File: config.mk
export PLATFORM = sky130hd
export DESIGN_NAME = addsub_digit_serial
export DESIGN_NICKNAME = d
export VERILOG_FILES = /design/src/rtl/addsub_digit_serial.sv
export SDC_FILE = /design/constraint.sdc
export NUM_CORES = 1
export LEC_CHECK = 0
export CORE_MARGIN = 8
export CORE_UTILIZATION = 32
export CTS_CLUSTER_DIAMETER = 60
export DETAILED_ROUTE_END_ITERATION = 16
export HOLD_SLACK_MARGIN = 0.1
export PLACE_DENSITY = 0.61
export SETUP_SLACK_MARGIN = 0.02
export SKIP_CTS_REPAIR_TIMING = 1
export SYNTH_ARGS = -nofsm -noshare
export SYNTH_HDL_FRONTEND = slang
export SYNTH_SLANG_ARGS = --single-unit
File: constraint.sdc
create_clock -name clk -period 6.55 [get_ports clk]
set_input_delay 0.9825 -clock clk [delete_from_list [all_inputs] [get_ports clk]]
set_output_delay 0.9825 -clock clk [all_outputs]
set_load 0.005 [all_outputs]
File: src/rtl/addsub_digit_serial.sv
// addsub_digit_serial
//   Digit-serial two's-complement add/subtract unit. Operands of WIDTH bits
//   are processed DIGIT bits per clock through one DIGIT-bit ripple slice,
//   least-significant digit first. The carry between slices is held in a
//   register. For subtraction, b is inverted per slice and the carry is
//   seeded with 1.
//
//   Optional feature: define ADDSUB_SAT_EN to replace an overflowing result
//   with the signed saturation value (0111..1 or 1000..0). ovf still reports
//   1, cout is unchanged, and zero is evaluated on the saturated result.
//   Without the macro the result wraps modulo 2^WIDTH.
//
// Parameters
//   WIDTH  operand/result width; must be a multiple of DIGIT
//   DIGIT  bits processed per clock
//
// Ports
//   clk     rising-edge clock
//   rst_n   asynchronous active-low reset
//   start   request, accepted in IDLE or DONE
//   mode    0 = a+b, 1 = a-b (sampled with start)
//   a, b    operands (sampled with start)
//   busy    high while digits are being processed
//   done    one-cycle pulse; result/flags valid from this cycle
//   result  sum/difference, held until the next accepted start
//   cout    carry out of MSB (subtract: 1 = no borrow)
//   ovf     signed overflow
//   zero    result == 0
module addsub_digit_serial #(
  parameter int WIDTH = 16,
  parameter int DIGIT = 4
) (
  input  logic             clk,
  input  logic             rst_n,
  input  logic             start,
  input  logic             mode,
  input  logic [WIDTH-1:0] a,
  input  logic [WIDTH-1:0] b,
  output logic             busy,
  output logic             done,
  output logic [WIDTH-1:0] result,
  output logic             cout,
  output logic             ovf,
  output logic             zero
);

  localparam int N  = WIDTH / DIGIT;
  localparam int CW = (N > 1) ? $clog2(N) : 1;

  typedef enum logic [1:0] {IDLE, BUSY, DONE} state_t;

  state_t state, state_nxt;

  logic signed [WIDTH-1:0] a_q, b_q;
  logic                    mode_q;
  logic                    carry_q;
  logic [CW-1:0]           cnt_q;

  logic                    accept;
  logic                    last;
  logic [DIGIT-1:0]        a_dig, b_dig;
  logic [DIGIT:0]          slice_sum;
  logic [WIDTH-1:0]        res_nxt;
  logic                    ovf_nxt;

`ifdef ADDSUB_SAT_EN
  // Signed saturation value for an overflow whose operand sign is neg.
  function automatic logic [WIDTH-1:0] sat_value(input logic neg);
    sat_value = neg ? {1'b1, {(WIDTH-1){1'b0}}} : {1'b0, {(WIDTH-1){1'b1}}};
  endfunction
`endif

  // FSM state register
  always_ff @(posedge clk or negedge rst_n) begin
    if (!rst_n) state <= IDLE;
    else        state <= state_nxt;
  end

  // FSM next-state and status outputs. DONE accepts a new start exactly like
  // IDLE so the controller can issue operations back to back.
  always_comb begin
    state_nxt = state;
    busy      = 1'b0;
    done      = 1'b0;
    accept    = 1'b0;
    case (state)
      IDLE: begin
        if (start) begin
          accept    = 1'b1;
          state_nxt = BUSY;
        end
      end
      BUSY: begin
        busy = 1'b1;
        if (last) state_nxt = DONE;
      end
      DONE: begin
        done = 1'b1;
        if (start) begin
          accept    = 1'b1;
          state_nxt = BUSY;
        end else begin
          state_nxt = IDLE;
        end
      end
      default: state_nxt = IDLE;
    endcase
  end

  // Slice datapath: one DIGIT-wide ripple add of the current digit
  always_comb begin
    last      = (cnt_q == CW'(N - 1));
    a_dig     = a_q[cnt_q*DIGIT +: DIGIT];
    b_dig     = b_q[cnt_q*DIGIT +: DIGIT] ^ {DIGIT{mode_q}};
    slice_sum = {1'b0, a_dig} + {1'b0, b_dig} + {{DIGIT{1'b0}}, carry_q};
    // Only meaningful on the final slice, where slice_sum[DIGIT-1] is the
    // result MSB.
    ovf_nxt   = (a_q[WIDTH-1] == (b_q[WIDTH-1] ^ mode_q)) &&
                (slice_sum[DIGIT-1] != a_q[WIDTH-1]);
    res_nxt   = result;
    res_nxt[cnt_q*DIGIT +: DIGIT] = slice_sum[DIGIT-1:0];
`ifdef ADDSUB_SAT_EN
    if (last && ovf_nxt) res_nxt = sat_value(a_q[WIDTH-1]);
`endif
  end

  // Operand latch, digit counter, carry and result/flag registers
  always_ff @(posedge clk or negedge rst_n) begin
    if (!rst_n) begin
      a_q     <= '0;
      b_q     <= '0;
      mode_q  <= 1'b0;
      carry_q <= 1'b0;
      cnt_q   <= '0;
      result  <= '0;
      cout    <= 1'b0;
      ovf     <= 1'b0;
      zero    <= 1'b0;
    end else if (accept) begin
      a_q     <= a;
      b_q     <= b;
      mode_q  <= mode;
      carry_q <= mode;  // +1 of the two's-complement negate for subtract
      cnt_q   <= '0;
    end else if (state == BUSY) begin
      result  <= res_nxt;
      carry_q <= slice_sum[DIGIT];
      if (last) begin
        cout <= slice_sum[DIGIT];
        ovf  <= ovf_nxt;
        zero <= (res_nxt == '0);
      end else begin
        cnt_q <= cnt_q + CW'(1);
      end
    end
  end

endmodule

# ---- Yosys cells after proc, flatten, opt, wreduce, memory -nomap -nowiden
# Index checks and enable logic that the tools add are counted.
dict set report classes {
  n_eq_ne 8
  bitwise_logic 3
  addsub 4
  reduce_logical 9
  muxes 14
  shifts 4
}
# op count
set op_table {}
lappend op_table {{negation 4 -> 34 bit} 1}
lappend op_table {{variable shift 4 x 34 -> 16 bit, first input constant} 1}
lappend op_table {{variable part select 4 x 34 -> 16 bit} 1}
lappend op_table {{variable part select 16 x 5 -> 4 bit} 2}
lappend op_table {{bitwise mux 16 bit} 1}
lappend op_table {{zero test 16 bit} 1}
lappend op_table {{2-to-1 mux 2 bit} 5}
lappend op_table {{2-to-1 mux 1 bit} 7}
lappend op_table {{inequality test 2 bit, second input constant} 3}
lappend op_table {{case mux 2 bit (3 select lines)} 1}
lappend op_table {{AND reduction 2 bit} 3}
lappend op_table {{adder 4 x 4 -> 5 bit} 1}
lappend op_table {{adder 5 x 1 -> 5 bit} 1}
lappend op_table {{equality test 2 bit, second input constant} 2}
lappend op_table {{XOR 4 bit} 1}
lappend op_table {{AND reduction 3 bit} 1}
lappend op_table {{adder 2 x 1 -> 2 bit, second input constant} 1}
lappend op_table {{equality test 2 x 1 -> 1 bit, second input constant} 1}
lappend op_table {{zero test 2 bit} 1}
lappend op_table {{nonzero test 2 bit} 1}
lappend op_table {{OR reduction 2 bit} 1}
lappend op_table {{equality test 1 bit} 1}
lappend op_table {{logical AND 1 bit} 1}
lappend op_table {{inequality test 1 bit} 1}
lappend op_table {{other kinds (2)} 2}
dict set report totals {
  output_inout_bits 21
  word_cells 52
  ff_bits 57
  input_bits 36
}

# ---- Longest topological paths before layout
# Gate-level depths: netlist of run 1.
dict set report depth {
  word_depth 7
  mapped_depth 9
  depth_no_buf 8
}

# ---- Least setup slack after synthesis of run 1
# No wires, ideal clock.
dict set report synth_path {
  path_type {reg-to-reg}
  startpoint {reg cnt_q[0]}
  endpoint {reg zero}
  path_buffers 1
  stages_incl_launch_ff 10
  synth_period_minus_slack_ps 3499
  setup_ps 66
  setup_slack_ps 3051
  required_ps 6484
  t_arrival_ps 3433
  cell_sequence {dfrtp_1 -> buf_2 -> mux4_2 -> xnor2_1 -> fa_1 -> fa_1 -> a221oi_1 -> or4_4 -> a2111oi_4 -> a22o_1}
}
dict set report synth_between {
  elab_chain_len 7
  word_cells_on_any_way 12
  classes_between {3 x add/sub; 1 x eq/ne; 4 x shift; 1 x mux; 1 x bitwise; 2 x reduce/logical}
}
# item line_no
set synth_lines {}
lappend synth_lines {{start, declared} 57} ;# logic [CW-1:0] cnt_q;
lappend synth_lines {{start signal, assigned} 153} ;# cnt_q <= cnt_q + CW'(1);
lappend synth_lines {{variable part select 16 x 5 -> 4 bit} 114} ;# b_dig = b_q[cnt_q*DIGIT +: DIGIT] ^ {DIGIT{mode_q}};
lappend synth_lines {{XOR 4 bit} 114}
lappend synth_lines {{adder 4 x 4 -> 5 bit} 115} ;# slice_sum = {1'b0, a_dig} + {1'b0, b_dig} + {{DIGIT{1'b0}}, carry_q};
lappend synth_lines {{adder 5 x 1 -> 5 bit} 115}
lappend synth_lines {{variable part select 4 x 34 -> 16 bit} 121} ;# res_nxt[cnt_q*DIGIT +: DIGIT] = slice_sum[DIGIT-1:0];
lappend synth_lines {{bitwise mux 16 bit} 121}
lappend synth_lines {{zero test 16 bit} 151} ;# zero <= (res_nxt == '0);
lappend synth_lines {{end signal, assigned} 151}
lappend synth_lines {{end, declared} 44} ;# output logic zero
# Several ways; a longest one is shown, not always the timed one.
# A chain may end at the register's enable or synchronous reset.

# ---- Worst setup path in the final report of run 1
# Same ends and word-level chain as after synthesis.

==> metrics.cfg, run 1 <==
[floorplan]
die_area_sq_um=12100
die_w_um=110
row_count=34
io_pins=57
initial_core_util=0.326
core_sq_um=8640
die_h_um=110

[placement]
hpwl_um=4860
gp_congestion=0.915
numPortBuffers=56

[clock_tree]
clk_pin_slew_ps=60
root_buffer=clkbuf_8
numClockSinks=57
cts_tree=built
clk_latency_ps=340
cts_buffers=9
cts_buffer_depth=2
cts_max_level=3

[finish]
area_delta_synth_final_pct=30.4
postLayoutCoreUtil=0.426
fin_nets=402
seqCellArea_sq_um=1430
fill_cells=865
diodes=0
drive_gt1_frac=0.0891
multi_input_area_sq_um=1300

[critical_path]
reg2reg_depth=8
rrSetupSlack_ps=2720
worstPathRequired_ps=6830
rr_startpoint=cnt_q[0]
cp_max_fo=17
worstSetupStartpoint=cnt_q[0]
crit_path_end_kind=flip-flop
worst-setup-path-type=reg -> reg
r2r-end=zero
startpoint_type=flip-flop
cp.arrival_ps=4110

[logic_synthesis]
synth_flop_cell=dfrtp_1
synth_area_per_cell_sq_um=9.49
syn_nets=344
synth_async_sr_flop_share=1.00
syn_inst=297
seq_area_frac_synth=0.506
synth_area_sq_um=2820
synthDistinctLibCells=39
synth_edf_count=0
synth-seq-cells=57
synth.yosys.warnings=0

[sta]
fin_tns_setup_ps=0
fin_skew_ps=6.16
fmax_ghz=0.261
min_period_ps=3830
relSlewSlack=0.288
finalSetupViolations=0
tightest_slew_ps=1070
rsz0062_at_grt=false
slew_viol_final=0
timing.final.crit_share=0.585
hold_viol=0

[power_and_ir_drop]
ir_worst_vdd_uv=231
leakage_uw=0.00171
power_density_nw_per_um2=555

[min_path]
holdPathStages=2
min_path_type=reg -> reg
min_from=a_q[13]
min_to=a_q[13]

[global_route]
antenna_found_initial=0
grt_max_degree=58
grt_overflow=0
grt_usage=0.116
grt_pass1_wl_um=10800
grt_pass1_vias=2322

[drt]
first_iter_violations=75
drc=0
wire_per_inst_um=13.7
postRouteAntennaNets=0
vias=2161
drtPass1Iterations=4
postRouteWirelength_um=6400
vias_per_cell=4.63

[status]
outcome=completed

[job]
maxCapViolations=0

placed cells by master, fill, tap and decap left out, types with 2 or more instances in the layout:
cell and count:
a21oi_1 3, nand3_1 3, fa_1 2, inv_1 11, nand2b_1 3, dfrtp_1 57
nand2_1 124, or3_1 2, nor4_1 4, or2_2 2, xnor2_1 3, buf_4 2
ha_1 9, nor2_1 5, and2b_1 2, clkinv_2 2, clkdlybuf4s50_1 55, clkbuf_8 11
mux4_2 8, o21ai_0 22, o211ai_1 2, xor2_1 5
per-layer routing:
layer | global-route usage | vias up | routed length [um]
li1 | - | 1097 | -
met1 | 0.142 | 992 | 2920
met2 | 0.178 | 60 | 2890
met3 | 0.0399 | 12 | 476
met4 | 0.0588 | 0 | 119
met5 | 0 | - | 0
synthesized netlist by cell type, types with 4 or more instances:
library cell    n  area (sq um)
clkbuf_1       10          37.5
nand2_1       124           465
nor2_1          5          18.8
nor4_1          4          25.0
dfrtp_1        57          1430
xor2_1          5          43.8
inv_1          11          41.3
mux4_2          8           180
ha_1            9           113
o21ai_0        22           110
critical path: stages (launching register included):
cell and delay [ps]:
dfrtp_1 830, mux4_2 600, xnor2_1 150, fa_1 420, fa_1 630, a221oi_1 130
or4_4 510, a2111oi_4 330, a22o_1 160
how the worst max path moves through the flow:
stage                     endpoint  slack, ps  depth (start not counted)
after global placement        zero       2800                          8
after floorplan               zero       3050                          9
final                         zero       2720                          8
after CTS                     zero       2710                          8
after global routing          zero       2530                          8
after detailed placement      zero       2730                          8
registers in the layout, summed over array words and instances, names as in the netlist:
register and count:
zero 1, cout 1, ovf 1, result 16
a_q 16, mode_q 1, carry_q 1, state 2
b_q 16, cnt_q 2
stage by stage:
| step | instance area [sq um] | instances | setup WS, ps | total power (uW) | hold WS, ps |
|---|---|---|---|---|---|
| after floorplan | 2820 | 297 | 3050 | 1370 | 440 |
| after global placement | 3480 | 452 | 2800 | 1710 | 458 |
| after detailed placement | 3480 | 452 | 2730 | 1730 | 463 |
| after CTS | 3680 | 467 | 2710 | 2070 | 473 |
| after global routing | 3680 | 467 | 2530 | 2230 | 482 |
| final | 3680 | 467 | 2720 | 2040 | 465 |
cell families (layout without fill, tap and decap cells):
| family | count (synthesis) | after routing | share of synthesized area |
|---|---|---|---|
| simple gates | 154 | 154 | 0.235 |
| flops | 57 | 57 | 0.506 |
| compound gates | 36 | 36 | 0.0830 |
| buf+inv | 23 | 85 | 0.0328 |
| fa+ha+maj | 11 | 11 | 0.0542 |
| xor+xnor | 8 | 8 | 0.0249 |
| mux | 8 | 8 | 0.0639 |
area by class of cell:
class | count | area share
inverters | 12 | 0.0136
clock buffers | 12 | 0.0422
repair buffers | 58 | 0.155
well taps | 108 | 0.0367
multi-input cells | 217 | 0.354
clock inverters | 3 | 0.0109
flip-flops and latches | 57 | 0.388
power breakdown:
group          internal [uW]  switching, uW
Combinational            480            604
Clock                    193            130
Sequential               502            131
No activity file was read; power rests on OpenSTA's default activity.
==> inputs of run 2 (changes only) <==
clock period = 3.98 ns   (was 6.55 ns; I/O delays follow)
==> run 2 against run 1 <==
Global-route usage grew 0.39 points; largest cell class unchanged; clock power is 41% higher; die area unchanged; critical path depth is 1 higher; register-to-register slack worse by 2000 ps; worst hold slack worse by 210 ps; via count is 3.2% higher; combinational power rose by 72%; clock-buffer cell count is 2 higher.
==> metrics.cfg, run 2 (synthesized netlist as in run 1, its figures left out) <==
[sta]
timing.final.crit_share=0.829  ; +0.244
min_period_ps=3300  ; -534 ps
slew_viol_final=0  ; unchanged
fmax_ghz=0.303  ; +16%
fin_skew_ps=6.39  ; +0.231 ps
fin_tns_setup_ps=0  ; unchanged
relSlewSlack=0.617  ; +0.329
tightest_slew_ps=575  ; -494 ps
rsz0062_at_grt=false
finalSetupViolations=0  ; unchanged
hold_viol=0  ; unchanged

[power_and_ir_drop]
power_density_nw_per_um2=903  ; +63%
ir_worst_vdd_uv=373  ; +62%
leakage_uw=0.00171  ; -0.26%

[critical_path]
slowest_delay_ps=650  ; -180 ps
crit_path_end_kind=flip-flop
cp_max_fo=16  ; -1
worstPathRequired_ps=4250  ; -2580 ps
worst_path_max_delay_cell=fa_1
cp.arrival_ps=3570  ; -540 ps
crit_chain=buf_4 > mux4_2 > xor2_1 > inv_1 > fa_1 > a221oi_1 > or4_4 > a2111oi_4 > a22o_1
endpoint=zero
rrSetupSlack_ps=680  ; -2040 ps
worstSetupStartpoint=cnt_q[0]
reg2reg_depth=9  ; +1
startpoint_type=flip-flop
rr_startpoint=cnt_q[0]
worst-setup-path-type=reg -> reg
r2r-end=zero

[global_route]
grt_pass1_vias=2329  ; +0.30%
grt_max_degree=36  ; -38%
top_usage_layer=met2
grt_use_met2=0.187  ; +0.00899
met3_usage=0.0393  ; -0.000586
grt_usage=0.120  ; +0.00386
use_met1=0.143  ; +0.00155
grt_pass1_wl_um=11000  ; +1.6%
grt_overflow=0  ; unchanged
antenna_found_initial=0  ; unchanged

[floorplan]
die_w_um=110  ; unchanged
row_count=34  ; unchanged
die_area_sq_um=12100  ; unchanged
initial_core_util=0.326  ; unchanged
io_pins=57  ; unchanged
die_h_um=110  ; unchanged
core_sq_um=8640  ; unchanged

[drt]
vias_per_cell=4.76  ; +2.8%
drc=0  ; unchanged
postRouteWirelength_um=6660  ; +4.0%
vias=2231  ; +3.2%
drtPass1Iterations=4  ; unchanged
wire_per_inst_um=14.2  ; +3.5%
first_iter_violations=74  ; -1.3%
postRouteAntennaNets=0  ; unchanged

[finish]
area_delta_synth_final_pct=30.1
diodes=0  ; unchanged
final_common_cell=nand2_1
seqCellArea_sq_um=1430  ; unchanged
top_regs=a_q x16, b_q x16, result x16
design_area_sq_um=3670  ; -0.27%
multi_input_area_sq_um=1300  ; unchanged
final_cell_mix=nand2_1, dfrtp_1, clkdlybuf4s50_1, o21ai_0
drive_gt1_frac=0.0886  ; -0.000494
fin_nets=405  ; +0.75%
fill_cells=875  ; +1.2%

[clock_tree]
cts_tree=built
cts_buffer_depth=2  ; unchanged
clk_latency_ps=340  ; about the same
clk_pin_slew_ps=60  ; about the same
root_buffer=clkbuf_8
numClockSinks=57  ; unchanged
cts_max_level=3  ; unchanged
cts_buffers=9  ; unchanged

[job]
maxCapViolations=0  ; unchanged

[status]
outcome=completed

[placement]
numPortBuffers=56  ; unchanged
gp_congestion=0.889  ; -2.8%
placed_cell_area_sq_um=3500  ; +0.65%
hpwl_um=5100  ; +4.8%

[min_path]
min_path_type=in -> async

run 2: cell types whose count changed in the layout (fill, tap and decap cells not counted), sizes merged:
cell	change
clkinv	-2
bufinv	-1
clkbuf	+2
buf	+3
run 2: layout make-up:
class / count / area share
clock buffers: 14 / 0.0444
well taps: 108 / 0.0368
flip-flops and latches: 57 / 0.389
inverters: 12 / 0.0136
repair buffers: 61 / 0.162
multi-input cells: 217 / 0.354
run 2: worst min-delay path by stage:
stage                      end  slack [ps]  cells past startpoint
floorplan               a_q[0]         300                      0
global placement        a_q[0]         460                      2
detailed placement      b_q[2]         460                      2
CTS                 result[14]         260                      1
global route        result[14]         300                      1
finish              result[14]         250                      1
run 2: report_power, final:
group | internal [uW] | total [uW] | switching [uW] | leakage [uW]
registers | 829 | 995 | 166 | 0.000729
clock network | 253 | 457 | 204 | 0.0000826
logic | 805 | 1860 | 1060 | 0.000895
run 2: per-layer routing:
metal | wire, um | vias up
li1 | - | 1098
met1 | 2950 | 1046
met2 | 3120 | 73
met3 | 467 | 14
met4 | 119 | 0
met5 | 0 | -
run 2: stage by stage:
step | power (uW) | hold slack (ps) | util | std cells | setup slack, ps
after CTS | 3360 | 259 | 0.425 | 469 | 670
after global placement | 2840 | 456 | 0.406 | 455 | 741
after detailed placement | 2890 | 462 | 0.406 | 455 | 676
after floorplan | 2250 | 301 | - | 297 | 481
final | 3310 | 252 | 0.425 | 469 | 682
after global routing | 3600 | 297 | 0.425 | 469 | 529
run 2: worst max-delay path, delay by kind of cell (launching register included):
family / cells / cell delay (ps)
buffers and inverters: 2 / 350
AOI/OAI and AO/OA: 3 / 620
DFF: 1 / 360
adders and majority gates: 1 / 650
xor gates and xnor gates: 1 / 190
and+or+nand+nor: 1 / 510
muxes: 1 / 550
